<file path="config.mk">
export PLATFORM = sky130hd
export DESIGN_NAME = conv_input_loader
export DESIGN_NICKNAME = d
export VERILOG_FILES = /design/src/rtl/conv_loader_pkg.sv /design/src/rtl/counter_with_clr.sv /design/src/rtl/conv_input_loader.sv
export SDC_FILE = /design/constraint.sdc
export NUM_CORES = 1
export LEC_CHECK = 0
export ABC_CLOCK_PERIOD_IN_PS = 2400
export BUFFER_PORTS_ARGS = -buffer_cell sky130_fd_sc_hd__buf_2
export CAP_MARGIN = 20
export CORE_MARGIN = 2
export CORE_UTILIZATION = 46
export CTS_CLUSTER_DIAMETER = 60
export DETAILED_ROUTE_END_ITERATION = 6
export MAX_ROUTING_LAYER = met4
export PLACE_DENSITY = 0.78
export SETUP_SLACK_MARGIN = 0.4
export SLEW_MARGIN = 20
export SYNTH_ARGS = -nofsm -noshare
export SYNTH_HDL_FRONTEND = slang
export SYNTH_SLANG_ARGS = --single-unit
</file>
<file path="constraint.sdc">
create_clock -name clk -period 2.4 [get_ports clk]
set_clock_uncertainty 0.05 [all_clocks]
set_input_delay 0 -clock clk [delete_from_list [all_inputs] [get_ports clk]]
set_output_delay 0 -clock clk [all_outputs]
set_load 0.01 [all_outputs]
</file>
<file path="src/rtl/conv_loader_pkg.sv">
// Shared types for the convolution input loader.
//   loader_state_e : load sequencing FSM states
package conv_loader_pkg;

    typedef enum logic [1:0] {
        S_START  = 2'd0,
        S_LOAD_W = 2'd1,
        S_LOAD_X = 2'd2,
        S_DONE   = 2'd3
    } loader_state_e;

endpackage

</file>
<file path="src/rtl/counter_with_clr.sv">
// Clearable up-counter used as a memory address generator.
// Ports:
//   clk_i    : clock
//   reset_i  : synchronous active-high reset
//   incr_i   : advance count by one
//   clr_i    : return count to zero (wins over incr_i)
//   count_o  : current count
module counter_with_clr #(
    parameter int OUTW = 4
) (
    input  logic            clk_i,
    input  logic            reset_i,
    input  logic            incr_i,
    input  logic            clr_i,
    output logic [OUTW-1:0] count_o
);

    logic [OUTW-1:0] count_q;
    logic [OUTW-1:0] count_d;

    // The last beat of a matrix both writes and clears; clearing must win
    // so the next set starts at address 0.
    always_comb begin
        count_d = count_q;
        if (clr_i)
            count_d = '0;
        else if (incr_i)
            count_d = count_q + OUTW'(1);
    end

    always_ff @(posedge clk_i) begin
        if (reset_i)
            count_q <= '0;
        else
            count_q <= count_d;
    end

    assign count_o = count_q;

endmodule

</file>
<file path="src/rtl/conv_input_loader.sv">
// Streams a kernel (optional) and an input matrix into two write ports.
// A set is either K*K kernel elements followed by R*R input elements
// (new_W=1 on the first beat) or only R*R input elements (new_W=0), after
// which the loader holds until the compute engine pulses compute_finished.
//
// State table:
//   S_START  | idle, first beat of a set selects kernel or input load
//   S_LOAD_W | writing kernel elements W[1..K*K-1]
//   S_LOAD_X | writing input elements X[..R*R-1]
//   S_DONE   | set complete, buffers held for compute, no beats accepted
//
// Ports:
//   clk, reset                    : clock, synchronous active-high reset
//   INPUT_TDATA/TVALID/TREADY     : element stream handshake
//   new_W                         : first-beat qualifier (1 = kernel follows)
//   X_wr_addr/X_wr_data/X_wr_en   : input-matrix memory write port
//   W_wr_addr/W_wr_data/W_wr_en   : kernel memory write port
//   inputs_loaded                 : high while the set is held in S_DONE
//   compute_finished              : pulse releasing the buffers
module conv_input_loader
    import conv_loader_pkg::*;
#(
    parameter  int INW = 8,
    parameter  int R   = 9,
    parameter  int K   = 4,
    localparam int XAW = $clog2(R*R),
    localparam int WAW = $clog2(K*K)
) (
    input  logic           clk,
    input  logic           reset,
    input  logic [INW-1:0] INPUT_TDATA,
    input  logic           INPUT_TVALID,
    input  logic           new_W,
    output logic           INPUT_TREADY,
    output logic [XAW-1:0] X_wr_addr,
    output logic [INW-1:0] X_wr_data,
    output logic           X_wr_en,
    output logic [WAW-1:0] W_wr_addr,
    output logic [INW-1:0] W_wr_data,
    output logic           W_wr_en,
    output logic           inputs_loaded,
    input  logic           compute_finished
);

    loader_state_e  state_q;
    logic           ready_q;
    logic           loaded_q;
    logic           accept;
    logic           w_last;
    logic           x_last;
    logic           w_clr;
    logic           x_clr;
    logic [WAW-1:0] w_cnt;
    logic [XAW-1:0] x_cnt;

    // Reset gates the write strobes so a beat presented during reset
    // never reaches the memories.
    assign accept = INPUT_TVALID & ready_q & ~reset;

    assign w_last = (w_cnt == WAW'(K*K - 1));
    assign x_last = (x_cnt == XAW'(R*R - 1));

    assign W_wr_en = accept & (((state_q == S_START) & new_W) | (state_q == S_LOAD_W));
    assign X_wr_en = accept & (((state_q == S_START) & ~new_W) | (state_q == S_LOAD_X));

    assign w_clr = W_wr_en & w_last;
    assign x_clr = X_wr_en & x_last;

    assign W_wr_addr = w_cnt;
    assign X_wr_addr = x_cnt;
    assign W_wr_data = INPUT_TDATA;
    assign X_wr_data = INPUT_TDATA;

    assign INPUT_TREADY  = ready_q;
    assign inputs_loaded = loaded_q;

    counter_with_clr #(.OUTW(WAW)) u_w_cnt (
        .clk_i   (clk),
        .reset_i (reset),
        .incr_i  (W_wr_en),
        .clr_i   (w_clr),
        .count_o (w_cnt)
    );

    counter_with_clr #(.OUTW(XAW)) u_x_cnt (
        .clk_i   (clk),
        .reset_i (reset),
        .incr_i  (X_wr_en),
        .clr_i   (x_clr),
        .count_o (x_cnt)
    );

    // ready/loaded are registered alongside the state so neither has a
    // combinational path from the stream inputs.
    always_ff @(posedge clk) begin
        if (reset) begin
            state_q  <= S_START;
            ready_q  <= 1'b1;
            loaded_q <= 1'b0;
        end else begin
            case (state_q)
                S_START: begin
                    if (accept)
                        state_q <= new_W ? S_LOAD_W : S_LOAD_X;
                end
                S_LOAD_W: begin
                    if (w_clr)
                        state_q <= S_LOAD_X;
                end
                S_LOAD_X: begin
                    if (x_clr) begin
                        state_q  <= S_DONE;
                        ready_q  <= 1'b0;
                        loaded_q <= 1'b1;
                    end
                end
                S_DONE: begin
                    if (compute_finished) begin
                        state_q  <= S_START;
                        ready_q  <= 1'b1;
                        loaded_q <= 1'b0;
                    end
                end
                default: begin
                    state_q  <= S_START;
                    ready_q  <= 1'b1;
                    loaded_q <= 1'b0;
                end
            endcase
        end
    end

endmodule

</file>
## Word level (Yosys, flattened, before mapping)

Index checks and enable logic that the tools add are counted.

| word-level totals | value |
|---|---|
| bits in registers | 15 |
| output and inout bits | 31 |

| cells by class | value |
|---|---|
| multiplexer cells | 12 |
| bitwise operators | 12 |
| reduce and logical (&&, ||, !) cells | 6 |
| $add $sub $neg | 2 |
| equality and inequality tests | 9 |

Operators with widths:

| kind | count |
|---|---|
| $mux W2 | 5 |
| $and A1 B1 Y1 | 8 |
| $pmux W2 S4 | 1 |
| $add A7 B1 Y7 const B | 1 |
| $eq A7 B7 Y1 const B | 1 |
| $add A4 B1 Y4 const B | 1 |
| $eq A2 B2 Y1 const B | 2 |
| $eq A4 B4 Y1 const B | 1 |
| $mux W1 | 4 |
| $ne A2 B1 Y1 const B | 2 |
| $ne A2 B2 Y1 const B | 2 |
| $pmux W1 S2 | 2 |
| $reduce_and A4 Y1 | 1 |
| $reduce_or A2 Y1 | 2 |
| $reduce_and A3 Y1 | 1 |
| $eq A2 B1 Y1 const B | 1 |
| $logic_not A2 Y1 | 1 |
| $not A1 Y1 | 2 |
| $or A1 B1 Y1 | 2 |
| $reduce_bool A2 Y1 | 1 |

## Logic depth before layout (Yosys ltp)

| depth | value |
|---|---|
| depth after elaboration | 7 |
| depth in mapped cells | 6 |
| depth with buffers taken out | 6 |

## Hierarchy

A second synthesis with hierarchy kept.

| second synthesis, totals | value |
|---|---|
| cells, all modules | 107 |
| area total of the unflattened synthesis | 955.9 um^2 |

Modules (own cells, without submodules):

| module | cells an instance | area each (um^2) | sequential area each (um^2) | instances |
|---|---|---|---|---|
| conv_input_loader | 59 | 495.5 | 80.1 | 1 |
| counter_with_clr at u_x_cnt | 31 | 282.8 | 140.1 | 1 |
| counter_with_clr at u_w_cnt | 17 | 177.7 | 80.1 | 1 |

## Worst setup path after synthesis

No wires, ideal clock.

| timing | value |
|---|---|
| path type | register -> register |
| start | register u_x_cnt.count_q[2], in the netlist u_x_cnt.count_o[2] |
| end | register state_q[0] |
| data required time | 2.229 ns |
| clock period less this slack | 1.658 ns |
| library setup time | 0.121 ns |
| buffers on the path | 0 |
| arrival time | 1.487 ns |
| stages on the path, launching flop included | 5 |
| slack | 0.742 ns |
| cell sequence | dfxtp_1 > nor4b_1 > nand3_1 > a221o_1 > mux2_4 |

| on the way | value |
|---|---|
| longest elaborated chain between the ends | 4 |

Ends and longest elaborated chain:

| what | line | text |
|---|---|---|
| start, declared | counter_with_clr.sv:18 | `logic [OUTW-1:0] count_q;` |
| start signal, assigned | counter_with_clr.sv:35 | `count_q <= count_d;` |
| $eq A7 B7 Y1 | conv_input_loader.sv:61 | `assign x_last = (x_cnt == XAW'(R*R - 1));` |
| $and A1 B1 Y1 | conv_input_loader.sv:67 | `assign x_clr = X_wr_en & x_last;` |
| $ne A2 B1 Y1 (no source line) | - |  |
| $reduce_and A4 Y1 (no source line) | - |  |
| end signal, assigned | conv_input_loader.sv:104 | `state_q <= new_W ? S_LOAD_W : S_LOAD_X;` |
| end, declared | conv_input_loader.sv:45 | `loader_state_e state_q;` |

Every way passes these cells.
A chain may end at the register's enable or synchronous reset.

## Final worst setup path

| timing | value |
|---|---|
| start | register state_q[1] |
| end | register loaded_q, in the netlist inputs_loaded |

| on the way | value |
|---|---|
| longest elaborated chain between the ends | 7 |

Ends and longest elaborated chain:

| what | line | text |
|---|---|---|
| $logic_not A2 Y1 | conv_input_loader.sv:64 | `assign X_wr_en = accept & (((state_q == S_START) & ~new_W) \| (state_q == S_LOAD_X));` |
| $and A1 B1 Y1 | conv_input_loader.sv:64 |  |
| $or A1 B1 Y1 | conv_input_loader.sv:64 |  |
| $and A1 B1 Y1 | conv_input_loader.sv:64 |  |
| $and A1 B1 Y1 | conv_input_loader.sv:67 |  |
| $ne A2 B1 Y1 (no source line) | - |  |
| $reduce_and A3 Y1 (no source line) | - |  |
| end signal, assigned | conv_input_loader.sv:99 | `loaded_q <= 1'b0;` |
| end signal, assigned | conv_input_loader.sv:114 | `loaded_q <= 1'b1;` |
| end signal, assigned | conv_input_loader.sv:121 | `loaded_q <= 1'b0;` |
| end, declared | conv_input_loader.sv:47 | `logic loaded_q;` |

Parallel ways exist; a longest one is shown, timed or not.

==> results.md <==
* Rows at 16
* Initial Util at 50.12%
* Int Power at roughly 0.49 mW
* Iter 0 DRT Violations at 16
* Critical path type: reg -> reg
* Largest net degree at the start of global routing at 10
* Total power at 0.7744 mW
* Power density cells at 684.6 mW/mm^2
* Remaining Overflow, GRT at 0
* Core Region at 0.002022 mm^2
* Crit path max fanout at 4
* Minimum clock period at about 1800 ps
* Worst-Skew Late Latency at 290 ps
* Max-cap viol count at 0
* Final setup vio count at 0
* First-pass detailed-route iteration total at 6
* Startpoint types: flop
* Asr flop ratio synth at 0%
* Port Buf Inserts at 19
* Synth Warn # at 0
* Slew @ Worst Pin at about 380 ps
* Total track usage at 18.52%
* Final period util at approximately three quarters
* CTS buffer count at 3
* Final nets at between 150 and 200
* Net Sw Frac at 37.36%
* Clock sinks at 15
* Vias in the first global route at 817
* WL/cell at 12.71 um
* Setup TNS at 0 ps
* Min-delay worst type: in -> reg
* RR Startpoint: state_q[1]
* Fill cells at around 200
* P&R area growth vs syn at 11.60%
* Antenna violations before repair at 0
* Worst hold stages at 4
* Final weighted congestion in routability-driven placement at 0.9071
* Top_reg_cell synth: dfxtp_1
* Clock transition at the registers of the reported paths at 90 ps
* Post-synth top area cell: dfxtp_1
* Vias at 874
* Unique masters post-synth at 33
* Switch Pwr at 0.2893 mW
* Layout Cells excl Fill at 163
* Post-Place Setup Slack at 626.8 ps
* Syn Inst Count at 121
* Placed wire-length estimate at 1476 um
* First-pass GRT wire length at 3519 um
* Clk buf depth at 2
* Hold Violations, Final at 0
* IO Count at 44
* Multi-input gate area at 540.5 um^2
* Post-route ant nets at 0
* Crit. End Element: flop
* Avg Inst Size Synth at 8.376 um^2
* CTS H-tree depth at 1
* Routed Wire Length at 2072 um
* Hold EP: state_q[1]
* DR vias/cell at 5.362
* Synth top area share at 29.63%
* Die W at slightly above 50 um
* Register area share after synthesis at 29.63%
* # Post-CTS Setup Buffers at 0
* Register area at 300.3 um^2
* CTS root buf: clkbuf_4
* DP Cell Count at approximately 150
* Critical Path AT at around 2000 ps
* Maximum clock frequency at 0.5512 GHz
* Cells on worst reg2reg path at 6
* Slew headroom at 74.60%
* Setup ws final at 585.9 ps
* Worst vdd ir at 0.0004140 V
* Chip height at 50.94 um
* Final core utilization at 55.94%
* Worst Path Required at around 2500 ps
* Clock share of power at 19.3%
* Outcome: finished clean
* RSZ-0062 raised after global routing: false
* CTS tree: built
* Area contributors post-synth: dfxtp_1 (30%), buf_4 (13%), ha_1 (9.9%), a21oi_1 (4.0%), mux2i_1 (4.0%)
* Die ar. at 0.002595 mm^2
* Slack of the worst reg-to-reg path at 590 ps
* Logic pwr share at 42.6%
* N_diodes at 0
* Syn_nets at about 140
* Post-synthesis sequential element count at 15
* Mapped Area at 0.001013 mm^2
* Final Slew Violations at 0
* Part of the power in registers at 38.1%
* Post-synth EDFFs at 0
* Worst hold start: new_W
* Reg2Reg Capture Point: inputs_loaded
* Static Leakage at 0.5172 nW
* DRC viols at 0
* Ratio of cells with drive above 1 in the final layout at 19.12%
## kinds of logic after synthesis
family	Yosys count	share of synthesized area (%)
simple gates	36	18.03
buf+inv	27	17.04
compound gates	26	16.30
flops	15	29.63
fa+ha+maj	8	9.877
mux	6	6.543
xor+xnor	3	2.593
## sequential cells by signal (all words and copies together), names as in the netlist
register	flops
u_x_cnt.count_o	7
u_w_cnt.count_o	4
state_q	2
INPUT_TREADY	1
inputs_loaded	1
## placed cells by master, fill, tap and decap left out, drive strengths merged, types with 3 or more instances in the layout
cell and n:
or3 5, nor2 8, nand3 6, buf 19, dfxtp 15, a21oi 8, nand2 8, dlygate4sd3 10
clkbuf 3, ha 8, o21ai 8, inv 9, mux2i 4
## synth_stat cells (all sizes together), types with 2 or more instances
cell type / number
nand2: 8
mux2: 2
o21ai: 8
xor2: 2
nand4: 2
a21oi: 8
mux2i: 4
nor2: 8
buf: 18
dfxtp: 15
inv: 9
a21o: 2
o211ai: 2
or3: 5
ha: 8
nand3: 6
## critical path, stage by stage (launching register included)
cell and delay [ps]:
dfxtp_1 360, inv_1 110, ha_1 220, nor2b_1 310, o2111ai_1 200, and3_1 240
o31a_1 230
## worst max-delay path by stage
stage                            start                 end  slack, ps  cells past startpoint
finish                      state_q[1]       inputs_loaded        590                      6
global route                state_q[0]  u_x_cnt.count_o[3]        400                      6
CTS                         state_q[1]             X_wr_en        500                      6
detailed placement          state_q[0]       inputs_loaded        630                      6
global placement    u_x_cnt.count_o[2]          state_q[0]        660                      4
floorplan           u_x_cnt.count_o[2]          state_q[0]        740                      4
## power groups by stage
stage                     Sequential (mW)  Clock (mW)  Combinational (mW)
after floorplan                     0.299           0               0.272
after global placement              0.298           0               0.294
after detailed placement            0.300           0               0.303
after CTS                           0.294       0.155               0.327
after global routing                0.300       0.167               0.363
final                               0.295       0.149               0.330
## layout make-up
cell class	count	share of cell area, %
repair buffers	29	17.26
well taps	27	2.987
clock buffers	3	1.991
inverters	9	2.987
multi-input cells	79	47.79
flip-flops and latches	15	26.55
clock inverters	1	0.4425
## repair_timing
action	4_1_cts	5_1_grt
hold buffers	10	0
endpoints found under the hold margin	21	0
setup endpoints to repair	0	1
resized for setup	0	1
## layer usage
layer	track usage, %	vias up	part of all wire, %
met5	-	-	0
met4	12.61	0	2.2
met3	2.632	4	4.6
met2	27.92	30	48
met1	22.87	405	45
li1	-	435	-
## metrics by stage
step	cell area [um^2]	hold slack, ps
after floorplan	1013	41.77
after global placement	1003	-49.89
after global routing	1131	49.91
after detailed placement	1003	-49.89
final	1131	32.51
after CTS	1131	17.67
(Power assumes the default switching activity.)
